===== config.mk =====
export PLATFORM = sky130hd
export DESIGN_NAME = usb_rw_controller
export DESIGN_NICKNAME = d
export VERILOG_FILES = /design/src/rtl/usb_rw_pkg.sv /design/src/rtl/usb_rw_attempt_ctr.sv /design/src/rtl/usb_rw_controller.sv
export SDC_FILE = /design/constraint.sdc
export NUM_CORES = 1
export LEC_CHECK = 0
export CAP_MARGIN = 20
export CORE_AREA = 10 10 150 152
export CTS_CLUSTER_SIZE = 24
export DETAILED_ROUTE_END_ITERATION = 16
export DIE_AREA = 0 0 160 162
export PLACE_DENSITY_LB_ADDON = 0.08
export SYNTH_ARGS = -nofsm -noshare
export SYNTH_HDL_FRONTEND = slang
export SYNTH_HIERARCHICAL = 1
export SYNTH_SLANG_ARGS = --single-unit

===== constraint.sdc =====
create_clock -name clk -period 2.3 [get_ports clk]
set_input_delay 0.46 -clock clk [delete_from_list [all_inputs] [get_ports clk]]
set_output_delay 0.46 -clock clk [all_outputs]
set_load 0.02 [all_outputs]

===== src/rtl/usb_rw_pkg.sv =====
// Shared types and constants for the USB read/write request sequencer.
package usb_rw_pkg;

  typedef enum logic [2:0] {
    IDLE       = 3'd0,
    ADDR_ISSUE = 3'd1,
    ADDR_WAIT  = 3'd2,
    DATA_ISSUE = 3'd3,
    DATA_WAIT  = 3'd4,
    FINISH     = 3'd5
  } rw_state_t;

  typedef enum logic {
    RW_WRITE = 1'b0,
    RW_READ  = 1'b1
  } rw_op_t;

  // OUT payload lengths in bytes
  localparam logic [3:0] ADDR_LEN = 4'd2;
  localparam logic [3:0] DATA_LEN = 4'd8;

endpackage


===== src/rtl/usb_rw_attempt_ctr.sv =====
// Attempt counter for one transaction phase, plus an optional per-attempt
// watchdog compiled in with RW_TIMEOUT_EN.
module usb_rw_attempt_ctr #(
  parameter logic [3:0] MAX_ATTEMPTS = 4'd8,
  parameter logic [7:0] TIMEOUT      = 8'd255
) (
  input  logic clk,
  input  logic rst_L,
  input  logic clear,
  input  logic inc,
  input  logic waiting,
  output logic retry_ok,
  output logic timed_out
);

  logic [3:0] attempts;

  // Count issued attempts; clear at request start and at the phase change
  always_ff @(posedge clk or negedge rst_L) begin
    if (!rst_L) begin
      attempts <= 4'd0;
    end else if (clear) begin
      attempts <= 4'd0;
    end else if (inc) begin
      attempts <= attempts + 4'd1;
    end
  end

  assign retry_ok = (attempts < MAX_ATTEMPTS);

`ifdef RW_TIMEOUT_EN
  logic [7:0] wd;

  // Cycles spent in the current wait; zero in the first wait cycle so the
  // retry lands TIMEOUT+1 cycles after the previous txn_start
  always_ff @(posedge clk or negedge rst_L) begin
    if (!rst_L) begin
      wd <= 8'd0;
    end else if (!waiting) begin
      wd <= 8'd0;
    end else begin
      wd <= wd + 8'd1;
    end
  end

  assign timed_out = waiting && (wd == (TIMEOUT - 8'd1));
`else
  logic unused_wd;

  assign unused_wd = ^{waiting, TIMEOUT};
  assign timed_out = 1'b0;
`endif

endmodule


===== src/rtl/usb_rw_controller.sv =====
// Sequences one 16-bit-addressed 64-bit read or write as an address OUT
// followed by a data OUT (write) or data IN (read), with bounded retries.
// Optional build macro: RW_TIMEOUT_EN adds a per-attempt watchdog.
module usb_rw_controller
  import usb_rw_pkg::*;
#(
  parameter logic [6:0] DEV_ADDR     = 7'd5,
  parameter logic [3:0] ADDR_ENDP    = 4'd4,
  parameter logic [3:0] DATA_ENDP    = 4'd8,
  parameter logic [3:0] MAX_ATTEMPTS = 4'd8,
  parameter logic [7:0] TIMEOUT      = 8'd255
) (
  input  logic        clk,
  input  logic        rst_L,
  input  logic        start_write,
  input  logic        start_read,
  input  logic [15:0] addr,
  input  logic [63:0] data_in,
  output logic        busy,
  output logic        done,
  output logic        success,
  output logic [63:0] data_out,
  output logic        txn_start,
  output logic        txn_is_in,
  output logic [6:0]  txn_dev,
  output logic [3:0]  txn_endp,
  output logic [3:0]  txn_len,
  output logic [63:0] txn_payload,
  input  logic        txn_done,
  input  logic        txn_ok,
  input  logic [63:0] txn_rx_data
);

  rw_state_t   state, state_n;
  rw_op_t      op_r;
  logic [63:0] data_r;
  logic        accept;
  logic        data_load;
  logic        ctr_clear;
  logic        set_ok;
  logic        capture;
  logic        waiting;
  logic        retry_ok;
  logic        timed_out;

  assign waiting   = (state == ADDR_WAIT) || (state == DATA_WAIT);
  assign txn_start = (state == ADDR_ISSUE) || (state == DATA_ISSUE);
  assign busy      = (state != IDLE);
  assign done      = (state == FINISH);

  usb_rw_attempt_ctr #(
    .MAX_ATTEMPTS (MAX_ATTEMPTS),
    .TIMEOUT      (TIMEOUT)
  ) u_ctr (
    .clk       (clk),
    .rst_L     (rst_L),
    .clear     (ctr_clear),
    .inc       (txn_start),
    .waiting   (waiting),
    .retry_ok  (retry_ok),
    .timed_out (timed_out)
  );

  // State register
  always_ff @(posedge clk or negedge rst_L) begin
    if (!rst_L) begin
      state <= IDLE;
    end else begin
      state <= state_n;
    end
  end

  // Next-state and per-cycle control strobes; txn_done beats a timeout
  always_comb begin
    state_n   = state;
    accept    = 1'b0;
    data_load = 1'b0;
    ctr_clear = 1'b0;
    set_ok    = 1'b0;
    capture   = 1'b0;
    case (state)
      IDLE: begin
        if (start_write || start_read) begin
          accept    = 1'b1;
          ctr_clear = 1'b1;
          state_n   = ADDR_ISSUE;
        end
      end
      ADDR_ISSUE: state_n = ADDR_WAIT;
      ADDR_WAIT: begin
        if (txn_done && txn_ok) begin
          data_load = 1'b1;
          ctr_clear = 1'b1;
          state_n   = DATA_ISSUE;
        end else if (txn_done || timed_out) begin
          state_n = retry_ok ? ADDR_ISSUE : FINISH;
        end
      end
      DATA_ISSUE: state_n = DATA_WAIT;
      DATA_WAIT: begin
        if (txn_done && txn_ok) begin
          set_ok  = 1'b1;
          capture = (op_r == RW_READ);
          state_n = FINISH;
        end else if (txn_done || timed_out) begin
          state_n = retry_ok ? DATA_ISSUE : FINISH;
        end
      end
      FINISH:  state_n = IDLE;
      default: state_n = IDLE;
    endcase
  end

  // Write data holding register; only meaningful once a request is accepted
  always_ff @(posedge clk) begin
    if (accept) begin
      data_r <= data_in;
    end
  end

  // Request opcode, result and transaction fields; fields are loaded ahead
  // of each phase and held unchanged across its retries
  always_ff @(posedge clk or negedge rst_L) begin
    if (!rst_L) begin
      op_r        <= RW_WRITE;
      success     <= 1'b0;
      data_out    <= 64'd0;
      txn_is_in   <= 1'b0;
      txn_dev     <= 7'd0;
      txn_endp    <= 4'd0;
      txn_len     <= 4'd0;
      txn_payload <= 64'd0;
    end else begin
      if (accept) begin
        op_r        <= start_write ? RW_WRITE : RW_READ;
        success     <= 1'b0;
        txn_is_in   <= 1'b0;
        txn_dev     <= DEV_ADDR;
        txn_endp    <= ADDR_ENDP;
        txn_len     <= ADDR_LEN;
        txn_payload <= {48'd0, addr};
      end
      if (data_load) begin
        if (op_r == RW_WRITE) begin
          txn_is_in   <= 1'b0;
          txn_endp    <= ADDR_ENDP;
          txn_len     <= DATA_LEN;
          txn_payload <= data_r;
        end else begin
          txn_is_in   <= 1'b1;
          txn_endp    <= DATA_ENDP;
          txn_len     <= 4'd0;
          txn_payload <= 64'd0;
        end
      end
      if (set_ok) begin
        success <= 1'b1;
      end
      if (capture) begin
        data_out <= txn_rx_data;
      end
    end
  end

endmodule


Word level (Yosys, flattened, before mapping)
Cells that the tools add are included.
Widths: inputs -> output; s select.
{ "op_classes": {"n_lt_le_gt_ge": 1, "add_sub_neg": 1, "n_mux": 32, "n_eq_ne": 8, "reduce_logical": 9} }
{ "ops": {"columns": ["operator", "n"], "rows": [
  ["$mux 64", 3],
  ["$mux 4", 8],
  ["$mux 3", 7],
  ["$pmux 3 s5", 1],
  ["$mux 1", 12],
  ["$eq 3x2->1 const B", 2],
  ["$eq 3x3->1 const B", 2],
  ["$ne 3x2->1 const B", 2],
  ["$reduce_bool 2->1", 3],
  ["$add 4x1->4 const B", 1],
  ["$lt 4x4->1 const B", 1],
  ["$eq 3x1->1 const B", 1],
  ["$logic_not 3->1", 1],
  ["$reduce_and 3->1", 1],
  ["$reduce_bool 3->1", 1],
  ["$logic_or 1x1->1", 2],
  ["$ne 2x2->1 const B", 1],
  ["$pmux 1 s2", 1],
  ["$logic_and 1x1->1", 1]
]} }
{ "totals": {"out_inout_bits": 148, "reg_bits": 211} }

Longest topological paths before layout
Gate-level depths: netlist of the first run.
{ "depth": {"word_depth": 5, "ltp_mapped": 8} }

Cells and area by module
The synthesis of the first run kept the hierarchy.
{ "by_module_without_submodules": {"columns": ["module", "cells_per_inst", "area_each_um2", "n_inst"], "rows": [
  ["usb_rw_controller", 466, 7440.9, 1],
  ["usb_rw_attempt_ctr", 19, 207.7, 1]
]} }

Worst setup path after synthesis of the first run
No wires, ideal clock.
{ "synth_timing": {"kind": "register to register", "from": "register state[1]", "to": "register txn_payload[10]", "setup_ps": 87, "setup_slack_ps": 309, "t_arrival_ps": 1904, "required_time_ps": 2213, "path_stages_with_launch": 8, "synth_period_minus_slack_ps": 1991, "cell_sequence": "dfrtp_1 -> buf_2 -> nor3_4 -> o21ai_2 -> inv_4 -> buf_4 -> a21oi_1 -> a22oi_1"} }
{ "synth_via": {"elab_chain_len": 3, "elab_cells_between_ends": 6, "cone_classes": "1 x eq/ne; 3 x mux; 2 x reduce/logical"} }
{ "synth_lines": {"columns": ["item", "line", "rtl"], "rows": [
  ["start, declared", "usb_rw_controller.sv:34", "rw_state_t state, state_n;"],
  ["start signal, assigned", "usb_rw_controller.sv:69", "state <= state_n;"],
  ["$logic_not 3->1", "usb_rw_controller.sv:81", "case (state)"],
  ["$mux 1", "usb_rw_controller.sv:81", null],
  ["via accept", "usb_rw_controller.sv:37", "logic accept;"],
  ["$reduce_bool 2->1 (no source line)", null, null],
  ["end signal, assigned", "usb_rw_controller.sv:141", "txn_payload <= {48'd0, addr};"],
  ["end signal, assigned", "usb_rw_controller.sv:148", "txn_payload <= data_r;"],
  ["end, declared", "usb_rw_controller.sv:28", "output logic [63:0] txn_payload,"]
]} }
The timed path passes the listed nets, and every way through them passes these cells.
A chain may end at the register's enable or synchronous reset.

Final worst setup path of the first run
{ "layout_timing": {"from": "register state[1]", "to": "output busy"} }
{ "layout_via": {"elab_chain_len": 1} }
{ "layout_lines": {"columns": ["item", "line", "rtl"], "rows": [
  ["$reduce_bool 3->1", "usb_rw_controller.sv:48", "assign busy = (state != IDLE);"],
  ["end, declared", "usb_rw_controller.sv:19", "output logic busy,"]
]} }
No other way between the ends.

==> qor.yml, run 1 <==
run_status:
  status: "complete, no violations"
sta:
  holdWs_ps: 488.0
  drv_slew: 0
  rsz0062_at_grt: "no"
  timing.final.crit_share: 0.9462
  tightest_slew_ps: 563.4
  fmax_ghz: 0.4595
  setup_viol: 0
  skew_ps: 8.865
  min_period_ps: 2176
  hold_violations: 0
  slew_headroom: 0.6235
power:
  power_density_nw_per_um2: 1324
  p_total_mw: 15.41
  p_leak_nw: 4.880
  max-vdd-ir-drop_mv: 0.5786
critical_path:
  cp-end-kind: "primary output"
  crit_fanout: 9
  required_ps: 1840
  startpoint_type: "flip-flop"
  setup.worst_path.class: "flip-flop to primary output"
  arrival_ps: 1720
synthesis:
  syn_area_per_cell_um2: 15.81
  yosys_warnings: 6
  netlist_area_um2: 7637
  synthCells: 483
global_route:
  grt_pass1_wl_um: 33780
  grt_pass1_vias: 5658
  track_usage: 0.1621
  grt_max_degree: 82
  antenna_found_initial: 1
  overflow: 0
cts:
  cts_sinks: 206
  clk_latency_ps: 500
  cts_root_buffer: "clkbuf_16"
  cts_max_path_buffers: 3
  numCtsBuffers: 24
  path_clk_slew_ps: 50
  cts_tree: "done"
  htree_levels: 1
  post-cts-setup-buffer-count: 0
floorplan:
  start_util: 0.3937
  pin_count: 298
  core_region_area_um2: 19400
  die_w_um: 160
  die_height_um: 162
  die-area_um2: 25920
  num_rows: 51
placement:
  routabilityCongestion: 0.7993
  detailed_place_hpwl_um: 15840
  port_buffers: 288
layout:
  fin_nets: 928
  syn2layout_area_growth_pct: 52.46
  drive_above_1_share: 0.1436
routing:
  drtAntennaViolNets: 0
  drt_iter0_drc: 228
  drc: 0
  detail_route.wl_per_cell_um: 20.78
  vias: 5190
  routed_via_density: 4.896
  first_pass_iters: 4
  drt-total-wl_um: 22030
worst_hold_path:
  worstHoldPathType: "primary input to asynchronous set/reset pin"
flow_run:
  maxCapViolCount: 0
## final cells by class
type	instances	area [um2]
fill	1544	7755
clock inverter	7	111.4
timing repair buffer	304	3090
inverter	7	28.78
multi-input combinational	234	1906
sequential	206	5477
tap	265	331.6
clock buffer	36	696.9
antenna	1	2.502
## per-layer routing
metal	GRT usage	wire [um]	part of all wire
met5	0	0	0
met4	0.03381	303	0.014
met3	0.07963	2473	0.11
met2	0.2686	10660	0.48
met1	0.1866	8591	0.39
## registers in the layout (all words and copies together), names as in the netlist
signal          count
data_out           64
data_r             64
txn_payload        64
u_ctr/attempts      4
state               3
txn_len             2
op_r                1
success             1
txn_dev             1
txn_endp            1
txn_is_in           1
## critical path: stages, from the launching register on
cell           delay, ps
dfrtp_1              500
nor3_4               310
inv_1                 80
dlygate4sd2_1        340
## placed cells by master, fill, tap and decap left out, types with 5 or more instances in the layout
| master | count |
|---|---|
| edfxtp_1 | 64 |
| inv_1 | 5 |
| clkbuf_16 | 25 |
| buf_4 | 8 |
| a32o_1 | 48 |
| a22oi_1 | 16 |
| clkdlybuf4s50_1 | 284 |
| clkbuf_1 | 8 |
| nor2_1 | 11 |
| nand2_1 | 35 |
| dfrtp_1 | 141 |
| a21oi_1 | 20 |
| buf_12 | 7 |
| mux2_2 | 52 |
| conb_1 | 10 |
| mux2_1 | 12 |
## timing repair
| action | in CTS | in global routing |
|---|---|---|
| endpoints found under the setup margin | 3 | 0 |
| endpoints found under the hold margin | 51 | 0 |
| gates resized for setup | 4 | 0 |
| hold buffers | 1 | 0 |
## path summary, 6_finish.rpt
path	to	slack (ps)	start	cells after the start
setup / recovery	busy	120	state[1]$_DFFE_PN0P_	3
max in group asynchronous	txn_payload[52]$_DFFE_PN0P_	1160	rst_L	3
setup reg to reg	txn_endp[2]$_DFFE_PN0P_	380	state[1]$_DFFE_PN0P_	7
hold / removal	data_out[2]$_DFFE_PN0P_	490	rst_L	2
min in group clk	success$_DFFE_PN0P_	490	success$_DFFE_PN0P_	1
hold reg to reg	success$_DFFE_PN0P_	490	success$_DFFE_PN0P_	1
## report_power, final
| part | internal [mW] | total [mW] | switching (mW) |
|---|---|---|---|
| Combinational | 2.69 | 5.76 | 3.07 |
| Sequential | 5.19 | 5.82 | 0.635 |
| Clock | 2.42 | 3.83 | 1.42 |
## stage by stage
step,TNS [ps],instance area (um2),util,instances,setup WS (ps)
2_1_floorplan,0,7667,-,491,312.8
3_3_place_gp,0,10830,0.5581,1015,18.32
3_5_place_dp,-26.10,10830,0.5581,1015,-26.10
4_1_cts,0,11640,0.6001,1059,88.74
5_1_grt,0,11640,0.6002,1060,2.737
6_report,0,11640,0.6002,1060,123.6
Note: power is estimated with default switching activity, not from simulation.
==> run 2, diff against run 1 <==
PLACE_DENSITY = 0.73   (was default)
PLACE_DENSITY_LB_ADDON = default   (was 0.08)
==> qor.yml, run 2 (synthesized netlist as in run 1, its figures left out) <==
run_status:
  status: "complete, no violations"
critical_path:
  arrival_ps: 1710
  cp-end-kind: "primary output"
  ff2ff_path_depth: 6
  worst_path_largest_cell_delay_ps: 500
  crit_slowest_cell: "dfrtp_1"
  startpoint_type: "flip-flop"
  rr_endpoint: "txn_payload[0]$_DFFE_PN0P_"
  r2r_slack_ps: 460
  cp_num_buf_inv: 2
  cpLargestDelayFamily: "flip-flops"
  r2r_start: "state[1]$_DFFE_PN0P_"
  setup.worst_path.class: "flip-flop to primary output"
  crit_fanout: 9
  path_cells: "nor3_4, inv_1, dlygate4sd2_1"
  required_ps: 1840
worst_hold_path:
  holdPathStages: 1
  min-delay-start: "txn_payload[21]$_DFFE_PN0P_"
  worstHoldPathType: "flip-flop to flip-flop"
  hold_path_end: "txn_payload[21]$_DFFE_PN0P_"
sta:
  hold_violations: 0
  fmax_ghz: 0.4606
  min_period_ps: 2171
  final.setup.tns_ps: 0
  rsz0062_at_grt: "no"
  tightest_slew_ps: 555.9
  drv_slew: 0
  slew_headroom: 0.6294
  skew_ps: 15.87
  timing.final.crit_share: 0.9440
  setup_viol: 0
  holdWs_ps: 486.8
layout:
  reg_top3: "data_out: 64 flops, data_r: 64 flops, txn_payload: 64 flops"
  most-common-layout-cells: "clkdlybuf4s50_1, dfrtp_1, edfxtp_1"
  regArea_um2: 5478
  multi_input_area_um2: 1906
  drive_above_1_share: 0.1438
  syn2layout_area_growth_pct: 51.41
  fillCellCount: 1505
  fin_nets: 928
  layout_commonest_cell: "clkdlybuf4s50_1"
routing:
  wl_met3_um: 2343
  drt_iter0_drc: 263
  wl_met2_um: 10330
  met1_length_um: 8995
  detail_route.wl_per_cell_um: 20.87
  vias: 5236
  drt-total-wl_um: 22100
  drtAntennaViolNets: 0
  first_pass_iters: 5
  top_layer_used: "met5"
  drc: 0
  routed_via_density: 4.944
global_route:
  track_usage: 0.1616
  overflow: 0
  grt_pass1_wl_um: 33580
  grt_pass1_vias: 5813
  grt_max_degree: 82
  antenna_found_initial: 1
floorplan:
  die_height_um: 162
  pin_count: 298
  core_region_area_um2: 19400
  start_util: 0.3937
  die-area_um2: 25920
  num_rows: 51
  die_w_um: 160
cts:
  numCtsBuffers: 22
  clk_latency_ps: 500
  cts_max_path_buffers: 3
  cts_sinks: 206
  cts_root_buffer: "clkbuf_16"
  path_clk_slew_ps: 60
  htree_levels: 1
  cts_tree: "done"
power:
  max-vdd-ir-drop_mv: 0.7848
  p_total_mw: 15.11
  p_leak_nw: 4.858
  power_density_nw_per_um2: 1307
flow_run:
  maxCapViolCount: 0
placement:
  routabilityCongestion: 0.8182
  detailed_place_hpwl_um: 16280
  port_buffers: 288
## run 2: changes by cell type in the layout (fill, tap and decap cells not counted), sizes merged
cell / previous run / this run
buf: 16 / 18
bufinv: 3 / 2
clkbuf: 36 / 32
clkinv: 3 / 6
clkinvlp: 1 / 0
dlygate4sd2: 3 / 2
dlymetal6s2s: 0 / 1
## run 2: report_power, final
group / switching, mW / internal, mW
Sequential: 0.715 / 5.19
Combinational: 3.08 / 2.71
Clock: 1.35 / 2.06
Total: 5.14 / 9.97
## run 2: area by class of cell
type	count	area share
Inverter	7	0.002489
Sequential cell	206	0.4737
Tap cell	265	0.02867
Timing Repair Buffer	306	0.2689
Clock inverter	8	0.008656
Clock buffer	32	0.05259
Multi-Input combinational cell	234	0.1648
Antenna cell	1	0.0002164
## run 2: worst max path at each step
stage	start	endpoint	slack, ps	cells after the start
final	state[1]$_DFFE_PN0P_	busy	130	3
after detailed placement	txn_ok	txn_endp[2]$_DFFE_PN0P_	-50	8
after floorplan	state[1]$_DFFE_PN0P_	txn_payload[10]$_DFFE_PN0P_	310	7
after global placement	txn_ok	txn_endp[2]$_DFFE_PN0P_	-20	8
after global routing	state[1]$_DFFE_PN0P_	busy	30	3
after CTS	state[2]$_DFFE_PN0P_	done	10	3
## run 2: metrics by stage
stage / instances / area [um2] / setup WS (ps) / utilization
after floorplan: 491 / 7667 / 312.8 / -
after global placement: 1014 / 10820 / -23.39 / 0.5577
after detailed placement: 1014 / 10820 / -50.87 / 0.5577
after CTS: 1055 / 11540 / 11.52 / 0.5947
after global routing: 1058 / 11560 / 31.79 / 0.5960
final: 1059 / 11560 / 128.8 / 0.5961
## run 2: repair_timing
item / CTS / global route
pin swaps: 0 / 0
resized for setup: 4 / 1
setup buffers: 0 / 3
hold buffers: 1 / 0
hold endpoints to repair: 56 / 0
endpoints found under the setup margin: 3 / 1
## run 2: per-layer routing
metal,GRT usage,vias to the layer above
met5,0,-
met4,0.04007,2
met3,0.06749,28
met2,0.2640,276
met1,0.1945,2561
li1,-,2369
==> run 3, diff against run 2 <==
CORE_AREA = 2 2 142 144   (was 10 10 150 152)
DIE_AREA = 0 0 144 146   (was 0 0 160 162)
SETUP_SLACK_MARGIN = 0.1   (was default)
==> qor.yml, run 3 (synthesized netlist as in run 1, its figures left out) <==
run_status:
  status: "complete, no violations"
flow_run:
  maxCapViolCount: 0
power:
  swShare: 0.3349
  p_seq_frac: 0.389
  p_leak_nw: 4.877
  switching_power_mw: 5.049
  clockPowerShare: 0.231
  power_density_nw_per_um2: 1300
  p_total_mw: 15.07
  max-vdd-ir-drop_mv: 0.6771
  combinationalPowerShare: 0.379
  power.internal_mw: 10.03
cts:
  numCtsBuffers: 22
  cts_tree: "done"
  cts_root_buffer: "clkbuf_16"
  cts_sinks: 206
  htree_levels: 1
  cts_max_path_buffers: 3
  path_clk_slew_ps: 60
  clk_latency_ps: 490
layout:
  layout_commonest_cell: "clkdlybuf4s50_1"
  drive_above_1_share: 0.1556
  most-common-layout-cells: "clkdlybuf4s50_1, dfrtp_1, edfxtp_1"
  fin_nets: 932
  reg_top3: "data_out: 64 flops, data_r: 64 flops, txn_payload: 64 flops"
  syn2layout_area_growth_pct: 51.83
  finish.utilization: 0.5998
  insertedDiodeCount: 0
routing:
  wl_met2_um: 9997
  first_pass_iters: 5
  vias: 5198
  drt-total-wl_um: 19480
  wl_met3_um: 1669
  drt_iter0_drc: 213
  met1_length_um: 7469
  drc: 0
  drtAntennaViolNets: 0
  top_layer_used: "met4"
  routed_via_density: 4.895
  detail_route.wl_per_cell_um: 18.34
critical_path:
  cp_num_buf_inv: 2
  setup.worst_path.class: "flip-flop to primary output"
  arrival_ps: 1620
  r2r_slack_ps: 580
  crit_slowest_cell: "dfrtp_2"
  startpoint_type: "flip-flop"
  crit_fanout: 9
  cpLargestDelayFamily: "flip-flops"
  worst_path_largest_cell_delay_ps: 480
  cp-end-kind: "primary output"
  path_cells: "nor3_4, inv_1, dlygate4sd2_1"
  required_ps: 1840
floorplan:
  num_rows: 51
  die_height_um: 146
  core_region_area_um2: 19330
  die-area_um2: 21020
  start_util: 0.3950
  pin_count: 298
  die_w_um: 144
sta:
  rsz0062_at_grt: "no"
  holdWs_ps: 486.8
  final.setup.tns_ps: 0
  drv_slew: 0
  setup_viol: 0
  slew_headroom: 0.6222
  tightest_slew_ps: 566.7
  timing.final.crit_share: 0.9044
  hold_violations: 0
  skew_ps: 14.21
  fmax_ghz: 0.4807
  min_period_ps: 2080
placement:
  port_buffers: 288
  detailed_place_hpwl_um: 14050
  routabilityCongestion: 0.7892
worst_hold_path:
  worstHoldPathType: "flip-flop to flip-flop"
global_route:
  track_usage: 0.1820
  grt_pass1_vias: 5557
  antenna_found_initial: 0
  grt_max_degree: 60
  grt_pass1_wl_um: 30330
  overflow: 0
## run 3: stage by stage
| stage | setup WS, ps | instance area (um2) | instances |
|---|---|---|---|
| 2_1_floorplan | 312.8 | 7667 | 491 |
| 3_3_place_gp | 138.7 | 10860 | 1021 |
| 3_5_place_dp | 108.4 | 10860 | 1021 |
| 4_1_cts | 159.6 | 11590 | 1062 |
| 5_1_grt | 138.1 | 11600 | 1062 |
| 6_report | 219.8 | 11600 | 1062 |
## run 3: power groups by stage
| stage | sequential (mW) | clock [mW] | combinational (mW) |
|---|---|---|---|
| after floorplan | 6.79 | 0 | 1.98 |
| after global placement | 5.86 | 0 | 5.63 |
| after detailed placement | 5.93 | 0 | 5.80 |
| after CTS | 5.88 | 3.58 | 5.80 |
| after global routing | 6.01 | 3.74 | 6.14 |
| final | 5.87 | 3.49 | 5.72 |
## run 3: layer usage
layer,GRT usage,up-vias
met5,0,-
met4,0.04412,0
met3,0.04738,29
met1,0.2237,2550
li1,-,2373
met2,0.3190,246
## run 3: worst register-to-register path, stage by stage, from the launching register on
cell	delay, ps
dfrtp_2	480
nor3_4	260
o21ai_2	110
inv_4	190
nor2_4	90
inv_1	140
nor2_1	60
mux2_4	260
## run 3: path summary, 6_finish.rpt
path                                                  start                             to  depth (start not counted)
worst max register to register         state[1]$_DFFE_PN0P_  u_ctr/attempts[3]$_DFFE_PN0P_                          7
max in group asynchronous                             rst_L       data_out[32]$_DFFE_PN0P_                          3
worst max-delay path                   state[1]$_DFFE_PN0P_                           busy                          3
worst min register to register  txn_payload[21]$_DFFE_PN0P_    txn_payload[21]$_DFFE_PN0P_                          1
worst min-delay path            txn_payload[21]$_DFFE_PN0P_    txn_payload[21]$_DFFE_PN0P_                          1
min in group asynchronous                             rst_L       data_out[17]$_DFFE_PN0P_                          2
## run 3: final cells by class
type,count,area (um2)
Clock buffer,32,659.4
Timing Repair Buffer,310,3123
Fill cell,1478,7739
Tap cell,265,331.6
Inverter,7,28.78
Sequential cell,206,5479
Clock inverter,8,68.82
Multi-Input combinational cell,234,1906
## run 3: timing repair
action,in CTS,in global routing
pin swaps,0,0
gates resized for setup,5,1
buffers inserted,0,0
hold endpoints to repair,55,0
setup endpoints to repair,3,1
hold buffers,1,0
gates cloned,0,0
